`config.mk`:
```
export PLATFORM = sky130hd
export DESIGN_NAME = ace_video_timing_flat
export DESIGN_NICKNAME = d
export VERILOG_FILES = /design/src/rtl/ace_video_pkg.sv /design/src/rtl/ace_video_if.sv /design/src/rtl/ace_ce_gen.sv /design/src/rtl/ace_video_timing.sv /design/src/flat_wrapper.sv
export SDC_FILE = /design/constraint.sdc
export NUM_CORES = 1
export LEC_CHECK = 0
export CAP_MARGIN = 5
export CELL_PAD_IN_SITES_DETAIL_PLACEMENT = 1
export CELL_PAD_IN_SITES_GLOBAL_PLACEMENT = 2
export CORE_MARGIN = 5
export CORE_UTILIZATION = 31
export DETAILED_ROUTE_END_ITERATION = 8
export PLACE_DENSITY_LB_ADDON = 0.1
export SYNTH_ARGS = -nofsm -noshare
export SYNTH_HDL_FRONTEND = slang
export SYNTH_HIERARCHICAL = 1
export SYNTH_SLANG_ARGS = --single-unit
```
`constraint.sdc`:
```
create_clock -name clk_sys -period 2.9 [get_ports clk_sys]
set_input_delay 0.725 -clock clk_sys [delete_from_list [all_inputs] [get_ports clk_sys]]
set_output_delay 0.725 -clock clk_sys [all_outputs]
set_load 0.005 [all_outputs]
```
`src/rtl/ace_video_pkg.sv`:
```
// Jupiter Ace raster constants, counter widths and character map geometry.
// Shared by the video timing block, its interface and its enable generator.
package ace_video_pkg;
  localparam int CNT_W  = 9;
  localparam int ADDR_W = 10;
  localparam int ROW_W  = 3;

  localparam int ACE_H_TOTAL      = 416;
  localparam int ACE_H_ACTIVE     = 256;
  localparam int ACE_H_SYNC_START = 320;
  localparam int ACE_H_SYNC_LEN   = 32;
  localparam int ACE_V_TOTAL      = 312;
  localparam int ACE_V_ACTIVE     = 192;
  localparam int ACE_V_SYNC_START = 248;
  localparam int ACE_V_SYNC_LEN   = 8;

  localparam int CHAR_COLS = 32;
  localparam int CHAR_ROWS = 24;
  localparam int GLYPH_W   = 8;
  localparam int GLYPH_H   = 8;

  function automatic logic in_win(
    input logic [CNT_W:0] x,
    input logic [CNT_W:0] lo,
    input logic [CNT_W:0] hi
  );
    return (x >= lo) && (x < hi);
  endfunction
endpackage

```
`src/rtl/ace_video_if.sv`:
```
// Raster bundle from the timing generator to the scandoubler.
// master drives every signal, slave observes them.
interface ace_video_if;
  import ace_video_pkg::*;

  logic              ce_pix;
  logic              ce_pix_actual;
  logic              hs;
  logic              vs;
  logic              line_start;
  logic              hblank;
  logic              vblank;
  logic              de;
  logic [CNT_W-1:0]  hcnt;
  logic [CNT_W-1:0]  vcnt;
  logic              fetch;
  logic [ADDR_W-1:0] char_addr;
  logic [ROW_W-1:0]  char_row;

  modport master (
    output ce_pix, ce_pix_actual, hs, vs,
    output line_start, hblank, vblank, de,
    output hcnt, vcnt, fetch, char_addr, char_row
  );

  modport slave (
    input ce_pix, ce_pix_actual, hs, vs,
    input line_start, hblank, vblank, de,
    input hcnt, vcnt, fetch, char_addr, char_row
  );
endinterface

```
`src/rtl/ace_ce_gen.sv`:
```
// Clock divider: tick (comb, last div phase), registered ce_pix/ce_pix_actual.
// Ports: clk_sys, reset, odd_pix (next pixel is odd) -> tick, ce_pix, ce_pix_actual.
module ace_ce_gen #(
  parameter int CLK_DIV = 4,
  parameter bit PIX_REP = 1'b0
) (
  input  logic clk_sys,
  input  logic reset,
  input  logic odd_pix,
  output logic tick,
  output logic ce_pix,
  output logic ce_pix_actual
);
  localparam int DW = $clog2(CLK_DIV);
  localparam logic [DW-1:0] DMAX = DW'(CLK_DIV - 1);

  if (CLK_DIV < 2 || CLK_DIV > 16) begin : g_bad_div
    $error("CLK_DIV must be in 2..16");
  end

  logic [DW-1:0] div;

  assign tick = (div == DMAX);

  always_ff @(posedge clk_sys) begin
    if (reset) begin
      div           <= '0;
      ce_pix        <= 1'b0;
      ce_pix_actual <= 1'b0;
    end else begin
      div           <= tick ? '0 : div + 1'b1;
      ce_pix        <= tick;
      ce_pix_actual <= tick & (~PIX_REP | ~odd_pix);
    end
  end
endmodule

```
`src/rtl/ace_video_timing.sv`:
```
// Native 15 kHz Jupiter Ace raster: beam counters, syncs, blanking, char fetch.
// Ports: clk_sys, reset (sync, active high), vid (ace_video_if.master).
import ace_video_pkg::*;

module ace_video_timing #(
  parameter int CLK_DIV      = 4,
  parameter bit PIX_REP      = 1'b0,
  parameter int H_TOTAL      = ACE_H_TOTAL,
  parameter int H_ACTIVE     = ACE_H_ACTIVE,
  parameter int H_SYNC_START = ACE_H_SYNC_START,
  parameter int H_SYNC_LEN   = ACE_H_SYNC_LEN,
  parameter int V_TOTAL      = ACE_V_TOTAL,
  parameter int V_ACTIVE     = ACE_V_ACTIVE,
  parameter int V_SYNC_START = ACE_V_SYNC_START,
  parameter int V_SYNC_LEN   = ACE_V_SYNC_LEN
) (
  input  logic        clk_sys,
  input  logic        reset,
  ace_video_if.master vid
);
  localparam int XW = CNT_W + 1;
  localparam logic [CNT_W-1:0] HMAX = CNT_W'(H_TOTAL - 1);
  localparam logic [CNT_W-1:0] VMAX = CNT_W'(V_TOTAL - 1);
  localparam logic [XW-1:0] HA  = XW'(H_ACTIVE);
  localparam logic [XW-1:0] VA  = XW'(V_ACTIVE);
  localparam logic [XW-1:0] HSS = XW'(H_SYNC_START);
  localparam logic [XW-1:0] HSE = XW'(H_SYNC_START + H_SYNC_LEN);
  localparam logic [XW-1:0] VSS = XW'(V_SYNC_START);
  localparam logic [XW-1:0] VSE = XW'(V_SYNC_START + V_SYNC_LEN);

  if (H_TOTAL > 512 || V_TOTAL > 512) begin : g_bad_tot
    $error("raster totals exceed 9-bit counters");
  end
  if (H_ACTIVE > H_TOTAL || H_SYNC_START + H_SYNC_LEN > H_TOTAL)
  begin : g_bad_h
    $error("horizontal windows exceed H_TOTAL");
  end
  if (V_ACTIVE > V_TOTAL || V_SYNC_START + V_SYNC_LEN > V_TOTAL)
  begin : g_bad_v
    $error("vertical windows exceed V_TOTAL");
  end

  logic             tick;
  logic             h_wrap;
  logic [CNT_W-1:0] hcnt, vcnt;
  logic [CNT_W-1:0] h_nxt, v_nxt;
  logic [XW-1:0]    hx, vx;
  logic             act_nxt;

  ace_ce_gen #(
    .CLK_DIV (CLK_DIV),
    .PIX_REP (PIX_REP)
  ) u_ce (
    .clk_sys       (clk_sys),
    .reset         (reset),
    .odd_pix       (h_nxt[0]),
    .tick          (tick),
    .ce_pix        (vid.ce_pix),
    .ce_pix_actual (vid.ce_pix_actual)
  );

  always_comb begin
    h_wrap = (hcnt == HMAX);
    h_nxt  = h_wrap ? '0 : hcnt + 1'b1;
    v_nxt  = vcnt;
    if (h_wrap)
      v_nxt = (vcnt == VMAX) ? '0 : vcnt + 1'b1;
    hx      = {1'b0, h_nxt};
    vx      = {1'b0, v_nxt};
    act_nxt = (hx < HA) && (vx < VA);
  end

  // Outputs are computed from the next counter values so they line up
  // with the ce_pix pulse issued on the same edge.
  always_ff @(posedge clk_sys) begin
    if (reset) begin
      hcnt           <= '0;
      vcnt           <= '0;
      vid.hs         <= 1'b0;
      vid.vs         <= 1'b0;
      vid.line_start <= 1'b0;
      vid.hblank     <= 1'b0;
      vid.vblank     <= 1'b0;
      vid.de         <= 1'b0;
      vid.fetch      <= 1'b0;
      vid.char_addr  <= '0;
      vid.char_row   <= '0;
    end else begin
      vid.fetch <= 1'b0;
      if (tick) begin
        hcnt           <= h_nxt;
        vcnt           <= v_nxt;
        vid.hs         <= in_win(hx, HSS, HSE);
        vid.vs         <= in_win(vx, VSS, VSE);
        vid.line_start <= (h_nxt == HMAX);
        vid.hblank     <= (hx >= HA);
        vid.vblank     <= (vx >= VA);
        vid.de         <= act_nxt;
        if (act_nxt && h_nxt[2:0] == 3'd0) begin
          vid.fetch     <= 1'b1;
          vid.char_addr <= {v_nxt[7:3], h_nxt[7:3]};
          vid.char_row  <= v_nxt[2:0];
        end
      end
    end
  end

  assign vid.hcnt = hcnt;
  assign vid.vcnt = vcnt;
endmodule

```
`src/flat_wrapper.sv`:
```
// flat-port wrapper written by rule: the top's interface ports become plain ports
module ace_video_timing_flat 
#(
  parameter int CLK_DIV      = 4,
  parameter bit PIX_REP      = 1'b0,
  parameter int H_TOTAL      = ACE_H_TOTAL,
  parameter int H_ACTIVE     = ACE_H_ACTIVE,
  parameter int H_SYNC_START = ACE_H_SYNC_START,
  parameter int H_SYNC_LEN   = ACE_H_SYNC_LEN,
  parameter int V_TOTAL      = ACE_V_TOTAL,
  parameter int V_ACTIVE     = ACE_V_ACTIVE,
  parameter int V_SYNC_START = ACE_V_SYNC_START,
  parameter int V_SYNC_LEN   = ACE_V_SYNC_LEN
)
  (clk_sys, reset, vid_ce_pix, vid_ce_pix_actual, vid_hs, vid_vs, vid_line_start, vid_hblank, vid_vblank, vid_de, vid_hcnt, vid_vcnt, vid_fetch, vid_char_addr, vid_char_row);
  ace_video_if vid_i ();
  input  logic clk_sys;
  input  logic reset;
  output wire logic [$bits(vid_i.ce_pix)-1:0] vid_ce_pix;
  output wire logic [$bits(vid_i.ce_pix_actual)-1:0] vid_ce_pix_actual;
  output wire logic [$bits(vid_i.hs)-1:0] vid_hs;
  output wire logic [$bits(vid_i.vs)-1:0] vid_vs;
  output wire logic [$bits(vid_i.line_start)-1:0] vid_line_start;
  output wire logic [$bits(vid_i.hblank)-1:0] vid_hblank;
  output wire logic [$bits(vid_i.vblank)-1:0] vid_vblank;
  output wire logic [$bits(vid_i.de)-1:0] vid_de;
  output wire logic [$bits(vid_i.hcnt)-1:0] vid_hcnt;
  output wire logic [$bits(vid_i.vcnt)-1:0] vid_vcnt;
  output wire logic [$bits(vid_i.fetch)-1:0] vid_fetch;
  output wire logic [$bits(vid_i.char_addr)-1:0] vid_char_addr;
  output wire logic [$bits(vid_i.char_row)-1:0] vid_char_row;
  assign vid_ce_pix = vid_i.ce_pix;
  assign vid_ce_pix_actual = vid_i.ce_pix_actual;
  assign vid_hs = vid_i.hs;
  assign vid_vs = vid_i.vs;
  assign vid_line_start = vid_i.line_start;
  assign vid_hblank = vid_i.hblank;
  assign vid_vblank = vid_i.vblank;
  assign vid_de = vid_i.de;
  assign vid_hcnt = vid_i.hcnt;
  assign vid_vcnt = vid_i.vcnt;
  assign vid_fetch = vid_i.fetch;
  assign vid_char_addr = vid_i.char_addr;
  assign vid_char_row = vid_i.char_row;
  ace_video_timing #(.CLK_DIV(CLK_DIV), .PIX_REP(PIX_REP), .H_TOTAL(H_TOTAL), .H_ACTIVE(H_ACTIVE), .H_SYNC_START(H_SYNC_START), .H_SYNC_LEN(H_SYNC_LEN), .V_TOTAL(V_TOTAL), .V_ACTIVE(V_ACTIVE), .V_SYNC_START(V_SYNC_START), .V_SYNC_LEN(V_SYNC_LEN)) u_core (.clk_sys(clk_sys), .reset(reset), .vid(vid_i));
endmodule
```
[Word-level counts from Yosys, hierarchy flattened]
Index checks and enable logic that the tools add are counted.
Storage, ports and cells
  RAM bits: 0
  logic and storage cells: 41
  bits in latches: 0
  bits in registers: 41
  memories: 0
  output and inout bits: 40
  bits in read-only memories: 0
Cells by class
  $add $sub $neg: 3
  bitwise logic cells: 1
  $lt $le $gt $ge: 8
  divide/modulo/power cells: 0
  shifts and indexed selects: 0
  mux-type cells: 4
  multiply operators: 0
  reduce and logical (&&, ||, !) cells: 8
  equal/unequal tests: 4
Operators by type and width (count)
  $eq 9x9->1 const B: 3
  $lt 9x9->1 const B: 3
  $mux 9: 3
  $add 9x1->9 const B: 2
  $ge 9x8->1 const B: 2
  $ge 9x9->1 const B: 2
  $lt 9x8->1 const B: 1
  $logic_and 1x1->1: 4
  $reduce_or 2->1: 2
  $logic_not 3->1: 1
  $add 2x1->2 const B: 1
  $eq 2x2->1 const B: 1
  $reduce_and 2->1: 1
  $mux 1: 1
  $not 1->1: 1

[Logic depth before layout (Yosys ltp)]
Gate-level depths: netlist of run 1.
  word-level depth: 7
  mapped depth: 9

[Hierarchy]
Netlist of run 1, hierarchy kept.
Modules (own cells, without submodules)
  ace_video_timing: times used 1, cells each 229, area each 2000.7 um^2, sequential area each 760.7 um^2
  ace_ce_gen: times used 1, cells each 8, area each 111.4 um^2, sequential area each 60.1 um^2

[Worst setup path before layout of run 1]
OpenSTA, ideal clock, no wires.
  path kind: register to register
  start point: register u_core.hcnt[0] (netlist: u_core/vid.hcnt[0])
  end point: register u_core.vid.char_addr[6]
  required time: 2.777 ns
  stages on the path, launching flop included: 8
  buffers on the path: 0
  slack: 0.734 ns
  data arrival time: 2.043 ns
  path through: dfxtp_1 ha_1 and4_1 nand2_2 or3_4 a21o_1 nand2_1 mux2_1
Between the ends
  cells in the longest elaborated chain, start to end: 6
Ends and longest elaborated chain
  start, declared: RTL line ace_video_timing.sv:45  | logic [CNT_W-1:0] hcnt, vcnt;
  start signal, assigned: RTL line ace_video_timing.sv:91  | hcnt <= h_nxt;
  $add 9x1->9 or $eq 9x9->1 (tied branches): RTL line ace_video_timing.sv:64, ace_video_timing.sv:63
  $mux 9 (on tied branches): RTL line ace_video_timing.sv:64, ace_video_timing.sv:66
  $lt 9x9->1 or $lt 9x8->1 (tied branches): RTL line ace_video_timing.sv:70  | act_nxt = (hx < HA) && (vx < VA);
  $logic_and 1x1->1: RTL line ace_video_timing.sv:70
  $logic_and 1x1->1: RTL line ace_video_timing.sv:99  | if (act_nxt && h_nxt[2:0] == 3'd0) begin
  $reduce_and 2->1 (no source line)
  end signal, assigned: RTL line ace_video_timing.sv:101  | vid.char_addr <= {v_nxt[7:3], h_nxt[7:3]};
  end, declared: RTL line ace_video_if.sv:23  | output hcnt, vcnt, fetch, char_addr, char_row
Parallel ways exist; a longest one is shown, timed or not.
A chain may end at the register's enable or synchronous reset.

[Final worst setup path of run 1]
  start point: register u_core.vcnt[0] (netlist: u_core/vid.vcnt[0])
  end point: register u_core.vid.char_addr[3]
Between the ends
  cells in the longest elaborated chain, start to end: 7
Ends and longest elaborated chain
  start, declared: RTL line ace_video_timing.sv:45
  start signal, assigned: RTL line ace_video_timing.sv:92  | vcnt <= v_nxt;
  $add 9x1->9 or $eq 9x9->1 (tied branches): RTL line ace_video_timing.sv:67  | v_nxt = (vcnt == VMAX) ? '0 : vcnt + 1'b1;
  $mux 9: RTL line ace_video_timing.sv:67
  $mux 9 *: RTL line ace_video_timing.sv:66  | if (h_wrap)
  $lt 9x8->1 *: RTL line ace_video_timing.sv:70
  $logic_and 1x1->1 *: RTL line ace_video_timing.sv:70
  $logic_and 1x1->1 *: RTL line ace_video_timing.sv:99
  $reduce_and 2->1 (no source line) *
Mark *: on every way between the ends. The rest lies on a longest branch, timed or not.

==> results of run 1 <==
state kept, by name, summed over array words and instances, names as in the netlist:
| signal | cells |
|---|---|
| u_core/vid.char_row | 3 |
| u_core/vid.line_start | 1 |
| u_core/vid.fetch | 1 |
| u_core/u_ce/ce_pix_actual | 1 |
| u_core/vid.vs | 1 |
| u_core/vid.vcnt | 9 |
| u_core/u_ce/div | 2 |
| u_core/vid.hs | 1 |
| u_core/vid.vblank | 1 |
| u_core/vid.hcnt | 9 |
| u_core/vid.de | 1 |
| u_core/vid.hblank | 1 |
| u_core/vid.char_addr | 10 |
cell families after synthesis:
kind of cell | count (synthesis)
muxes | 4
xor gates and xnor gates | 14
and+or+nand+nor | 97
buffers and inverters | 20
adders and majority gates | 3
DFF | 41
AOI/OAI and AO/OA | 58
power groups by stage:
stage / sequential (µW) / combinational [µW] / clock, µW
after floorplan: 599 / 51.9 / 0
after global placement: 600 / 97.1 / 0
after detailed placement: 600 / 97.7 / 0
after CTS: 586 / 98.1 / 384
after global routing: 588 / 105 / 407
final: 586 / 96.3 / 363
synth_stat cells, drive strengths merged:
cell and number:
dfxtp 41, nor2 25, a21oi 22, nand2 20, buf 12, xor2 10, a211oi 9, nand3 9
nand4 7, o21ai 7, clkbuf 6, nor3 6, or3 5, and4 4, nor2b 4, xnor2 4
a22o 3, and2 3, and3 3, and4b 3, ha 3, mux2i 3, nand3b 3, a311o 2
a311oi 2, inv 2, o21a 2, a2111oi 1, a21boi 1, a21o 1, a2bb2oi 1, a31o 1
a32o 1, a32oi 1, and4bb 1, mux2 1, nand4b 1, nor3b 1, nor4 1, o2111ai 1
o211a 1, o211ai 1, o221a 1, or3b 1
through the flow:
stage	utilization [%]	power, µW	hold WS (ns)	setup slack (ns)	area (µm²)
floorplan	-	651	0.406	0.734	2110
global placement	38.6	697	0.419	0.443	2590
detailed placement	38.6	697	0.427	0.444	2590
CTS	39.8	1070	0.438	0.420	2680
global route	39.8	1100	0.444	0.160	2680
finish	39.8	1050	0.431	0.428	2680
how the worst max path moves through the flow:
stage	slack, ns	end	cells after the start
final	0.43	u_core/vid.char_addr[3]$_SDFFE_PP0P_	8
after global routing	0.16	u_core/vid.char_addr[3]$_SDFFE_PP0P_	8
after CTS	0.42	u_core/vid.char_addr[3]$_SDFFE_PP0P_	8
after detailed placement	0.44	u_core/vid.char_addr[3]$_SDFFE_PP0P_	8
after global placement	0.44	u_core/vid.char_addr[9]$_SDFFE_PP0P_	8
after floorplan	0.73	u_core/vid.char_addr[6]$_SDFFE_PP0P_	7
area by class of cell:
type | count | area (µm²) | area share (%)
clock buffers | 6 | 72.6 | 2.71
clock inverters | 2 | 10.0 | 0.374
inverters | 2 | 7.51 | 0.281
multi-input cells | 176 | 1180 | 44.2
flip-flops and latches | 41 | 821 | 30.7
well taps | 80 | 100 | 3.74
repair buffers | 49 | 483 | 18.1
routing by layer:
layer | up-vias | GRT usage (%)
met5 | - | 0
met4 | 0 | 3.34
met3 | 5 | 2.76
met2 | 28 | 25.0
met1 | 922 | 18.6
li1 | 942 | -
worst register-to-register path, cell delays in order (launching register included):
cell      delay (ns)
dfxtp_1         0.49
ha_1            0.27
and4_1          0.31
nand4_1         0.16
xor2_1          0.36
a21o_1          0.28
buf_4           0.22
a21oi_1         0.09
a211oi_1        0.22
cells in the final DEF, fill, tap and decap left out, types with 6 or more instances in the layout:
| cell type | Yosys | layout |
|---|---|---|
| clkdlybuf4s50_1 | 0 | 41 |
| nand3_1 | 9 | 9 |
| a211oi_1 | 8 | 8 |
| nand2_1 | 19 | 19 |
| buf_4 | 1 | 7 |
| o21ai_0 | 6 | 6 |
| xor2_1 | 10 | 10 |
| a21oi_1 | 21 | 21 |
| nand4_1 | 6 | 6 |
| dfxtp_1 | 41 | 41 |
| nor2_1 | 24 | 24 |
==> flow_summary.yaml, run 1 <==
clock_network:
  cts_root_buf: "clkbuf_8"
  cts_tree: "done"
  cts_num_sinks: 41
  htreeDepth: 2
  clk_path_buf_depth: 2
  worstSkewPairLatency_ns: 0.29
  cts_setup_buffers: 0
  path_clk_slew_ns: 0.08
  cts_resized: 0
  cts-buffers-inserted: 5
  cts_hold_buf: 0
yosys:
  syn-cell-area_um2: 2110
  yosysUniqueCellTypes: 57
  syn-mean-instance-area_um2: 8.91
  synth_top_family_by_area: "simple AND/OR/NAND/NOR gates"
  yosys_warnings: 6
  ys_seq_area_share_pct: 38.9
  syn_nets: 242
  synth-compound-area-share_pct: 20.2
  synth_simple_gate_area_share_pct: 26.2
  netlist.area_leader.share_pct: 38.9
  synth.area.mux_share_pct: 1.95
  synth_xor_xnor_area_share_pct: 5.81
  synth_seq_cells: 41
  synth_area_leader_cell: "dfxtp_1"
  synth_fa_ha_area_share_pct: 1.78
  netlist_top_cells_area: "dfxtp_1, a21oi_1, nor2_1"
  synth_cells: 237
layout:
  diodes: 0
  fin_cells: 356
  drive_gt1_share_pct: 11.2
  syn_to_final_growth_pct: 26.7
  fillCellCount: 794
  num-nets-final: 280
drt:
  topRoutingLayerUsed: "met4"
  drt-vias-per-instance: 5.33
  wl_met3_um: 149
  post_drt_wl_per_cell_um: 16.9
  first_pass_iters: 4
  drt-met1-wl_um: 2850
  dr_total_vias: 1897
  ant_nets: 0
  drc: 0
  wl_met2_um: 2960
  routed_wl_um: 6020
  drt-initial-drc-count: 53
floorplanning:
  initial_core_util_pct: 31.4
  core-area_um2: 6720
  dieArea_um2: 8560
  rows: 30
  io_pins: 42
  die_y_um: 92.5
  die_w_um: 92.5
timing:
  setup_viol: 0
  slew_viol_final: 0
  fin_crit_sh_pct: 85.2
  fin_setup_tns_ns: 0
  hold_violations: 0
  worst_pin_slew_ns: 0.412
  period_minus_slack_ns: 2.47
  maxSlewHeadroom_pct: 72.5
  final.setup_skew_ns: 0.00391
  max_freq_mhz: 405
  rsz0062_at_grt: "no"
power:
  sw_frac_of_total_pct: 24.5
  switchingPower_uw: 256
  power_frac_seq_pct: 56.1
  peakVddDrop_mv: 0.205
  internal-power_uw: 789
  clkPwrFrac_pct: 34.7
  power.leakage_uw: 0.000916
  pwr-share-comb_pct: 9.2
  power_density_nw_per_um2: 391
global_route:
  antenna_found_initial: 0
  grt_pass1_vias: 1861
  grt_use_total_pct: 14.5
  grt_first_pass_wirelength_um: 9920
  grt_overflow_total: 0
  grt_max_degree: 41
critical_path:
  cp_max_fo: 8
  startpoint_type: "flip-flop"
  worstPathCellList: "ha_1 -> and4_1 -> nand4_1 -> xor2_1 -> a21o_1 -> buf_4 -> a21oi_1 -> a211oi_1"
  crit_start: "u_core/vid.vcnt[0]$_SDFFE_PP0P_"
  worstPathRequired_ns: 3.11
  crit_arrival_ns: 2.68
  r2r-start: "u_core/vid.vcnt[0]$_SDFFE_PP0P_"
  critPathBufInv: 1
  crit_family: "compound AO/OA/AOI/OAI gates"
  reg2regPathDepth: 8
  r2r_end: "u_core/vid.char_addr[3]$_SDFFE_PP0P_"
  cpMaxStageDelayCell: "dfxtp_1"
  endpoint_kind: "flip-flop"
  slowest_delay_ns: 0.49
  crit_type: "flip-flop to flip-flop"
  ff2ff_setup_slack_ns: 0.43
job:
  maxCapViolations: 0
hold_path:
  whs_path_depth: 1
  min_from: "u_core/u_ce/div[0]$_SDFF_PP0_"
  min_to: "u_core/u_ce/div[0]$_SDFF_PP0_"
  hold_path.class: "flip-flop to flip-flop"
placed_design:
  numPortBuffers: 41
  hpwlAfterDp_um: 4440
  dp.cells: 348
  place.gp.congestion: 0.755
status:
  status: "complete, no violations"
Power figures use the tool's default switching activity.
==> inputs of run 2 (changes only) <==
--- a/config.mk
+++ b/config.mk
@@ -9,7 +9,7 @@
 export CELL_PAD_IN_SITES_DETAIL_PLACEMENT = 1
 export CELL_PAD_IN_SITES_GLOBAL_PLACEMENT = 2
 export CORE_MARGIN = 5
-export CORE_UTILIZATION = 31
+export CORE_UTILIZATION = 28
 export DETAILED_ROUTE_END_ITERATION = 8
 export PLACE_DENSITY_LB_ADDON = 0.1
 export SYNTH_ARGS = -nofsm -noshare
==> constraint.sdc (replaced) <==
create_clock -name clk_sys -period 2.1 [get_ports clk_sys]
set_input_delay 0.525 -clock clk_sys [delete_from_list [all_inputs] [get_ports clk_sys]]
set_output_delay 0.525 -clock clk_sys [all_outputs]
set_load 0.005 [all_outputs]
==> run 2 against run 1 <==
The run now ends with setup timing left. Flip-flop and latch count is the same. Critical path type unchanged. Final cell count is 16% higher. Sequential share of layout area fell by 4.5 points. Combinational power is 66% higher. Global-route usage is 0.18 points higher.
==> flow_summary.yaml, run 2 (same netlist as run 1, synthesis figures left out) <==
power:
  sw_frac_of_total_pct: 24.3
  switchingPower_uw: 406
  power_frac_seq_pct: 48.5
  power_density_nw_per_um2: 529
  clkPwrFrac_pct: 41.9
  peakVddDrop_mv: 0.278
  internal-power_uw: 1260
  pwr-share-comb_pct: 9.6
  fin_total_pwr_uw: 1670
  power.leakage_uw: 0.00115
global_route:
  grt_use_total_pct: 14.7
  grt_max_degree: 30
  antenna_found_initial: 0
  grt_overflow_total: 0
  grt_pass1_vias: 2143
  grt_first_pass_wirelength_um: 11300
floorplanning:
  rows: 31
  dieArea_um2: 9380
  die_y_um: 96.9
  core-area_um2: 7290
  die_w_um: 96.9
  io_pins: 42
  initial_core_util_pct: 29.0
timing:
  worst_pin_slew_ns: 0.358
  fin_crit_sh_pct: 101
  slew_viol_final: 0
  holdWs_ns: 0.438
  rsz0062_at_grt: "yes"
  setup_viol: 2
  max_freq_mhz: 473
  timing.final.ws_setup_ns: -0.0123
  final.setup_skew_ns: 0.0108
  maxSlewHeadroom_pct: 76.0
  hold_violations: 0
  period_minus_slack_ns: 2.11
drt:
  wl_met3_um: 183
  wl_met2_um: 3330
  topRoutingLayerUsed: "met4"
  drt-vias-per-instance: 5.02
  dr_total_vias: 2079
  ant_nets: 0
  first_pass_iters: 4
  drt-met1-wl_um: 3450
  routed_wl_um: 7050
  drt-initial-drc-count: 48
  post_drt_wl_per_cell_um: 17.0
  drc: 0
layout:
  diodes: 0
  syn_to_final_growth_pct: 49.1
  top_regs: "u_core/vid.char_addr: 10 flops, u_core/vid.hcnt: 9 flops, u_core/vid.vcnt: 9 flops"
  drive_gt1_share_pct: 30.2
  largest_reg_flops: 10
  layout_common_cells: "buf_4, clkdlybuf4s50_1, dfxtp_1"
  mostFrequentLayoutCell: "buf_4"
  fin_util_pct: 43.2
  num-nets-final: 319
  largest-register: "u_core/vid.char_addr"
critical_path:
  worstPathRequired_ns: 2.30
  cp_max_fo: 3
  crit_arrival_ns: 2.32
  r2r_end: "u_core/vid.char_addr[6]$_SDFFE_PP0P_"
  crit_start: "u_core/vid.hcnt[1]$_SDFFE_PP0P_"
  reg2regPathDepth: 7
  crit_type: "flip-flop to flip-flop"
  startpoint_type: "flip-flop"
  ff2ff_setup_slack_ns: -0.01
  r2r-start: "u_core/vid.hcnt[1]$_SDFFE_PP0P_"
  crit_end: "u_core/vid.char_addr[6]$_SDFFE_PP0P_"
  endpoint_kind: "flip-flop"
clock_network:
  worstSkewPairLatency_ns: 0.31
  cts_num_sinks: 41
  cts-buffers-inserted: 5
  cts_tree: "done"
  htreeDepth: 2
  path_clk_slew_ns: 0.09
  clk_path_buf_depth: 2
  cts_root_buf: "clkbuf_8"
placed_design:
  hpwlAfterDp_um: 5090
  numPortBuffers: 41
  place.gp.congestion: 0.786
status:
  violations: "setup timing"
  status: "complete, but fails checks"
job:
  maxCapViolations: 0
hold_path:
  hold_path.class: "flip-flop to flip-flop"
## run 2: power by group through the flow
stage / registers, µW / logic (µW) / clock network, µW
after floorplan: 828 / 71.8 / 0
after global placement: 825 / 150 / 0
after detailed placement: 826 / 152 / 0
after CTS: 807 / 153 / 718
after global routing: 811 / 177 / 751
final: 808 / 160 / 698
## run 2: cell type report
class | count | area [µm²]
clock buffers | 6 | 82.6
clock inverters | 2 | 37.5
fillers | 875 | 4140
inverters | 2 | 7.51
multi-input cells | 177 | 1300
flip-flops and latches | 41 | 825
well taps | 99 | 124
repair buffers | 87 | 776
## run 2: layer usage
metal / vias up / track usage, %
li1: 1011 / -
met1: 1031 / 19.7
met2: 29 / 23.3
met3: 8 / 3.31
met4: 0 / 4.54
met5: - / 0
## run 2: repair_timing
item / CTS / global route
endpoints found under the setup margin: 3 / 14
hold buffers: 0 / 0
setup buffers: 0 / 5
cloned: 0 / 1
gates resized for setup: 1 / 25
pin swaps: 1 / 19
## run 2: how the worst min path moves through the flow
stage                                        from                       endpoint  slack, ns  cells after the start
floorplan           u_core/u_ce/div[0]$_SDFF_PP0_  u_core/u_ce/div[0]$_SDFF_PP0_       0.41                      1
global placement    u_core/u_ce/div[0]$_SDFF_PP0_  u_core/u_ce/div[0]$_SDFF_PP0_       0.42                      1
detailed placement  u_core/u_ce/div[0]$_SDFF_PP0_  u_core/u_ce/div[0]$_SDFF_PP0_       0.43                      1
CTS                 u_core/u_ce/div[0]$_SDFF_PP0_  u_core/u_ce/div[0]$_SDFF_PP0_       0.44                      1
global route        u_core/u_ce/div[0]$_SDFF_PP0_  u_core/u_ce/div[0]$_SDFF_PP0_       0.46                      1
finish              u_core/u_ce/div[0]$_SDFF_PP0_  u_core/u_ce/div[0]$_SDFF_PP0_       0.44                      1
## run 2: through the flow
stage          instances  area (µm²)  setup WS [ns]  TNS [ns]
3_3_place_gp         400        2870         0.0313         0
6_report             414        3150        -0.0123   -0.0199
5_1_grt              414        3150         -0.109     -1.00
4_1_cts              408        2990         0.0251         0
3_5_place_dp         400        2870        -0.0168   -0.0173
2_1_floorplan        237        2120       0.000757         0
## run 2: worst max-delay path, cell delays in order, from the launching register on
cell,delay [ns]
dfxtp_2,0.35
ha_4,0.24
or3b_1,0.36
a311o_1,0.35
nand2_1,0.08
a21boi_4,0.23
nand2_2,0.11
mux2_4,0.30
==> inputs of run 3 (changes only) <==
--- a/config.mk
+++ b/config.mk
@@ -12,6 +12,7 @@
 export CORE_UTILIZATION = 28
 export DETAILED_ROUTE_END_ITERATION = 8
 export PLACE_DENSITY_LB_ADDON = 0.1
+export SLEW_MARGIN = 5
 export SYNTH_ARGS = -nofsm -noshare
 export SYNTH_HDL_FRONTEND = slang
 export SYNTH_HIERARCHICAL = 1
==> results of run 3 <==
The final DEF is identical to that of run 2; final timing and power are the same.
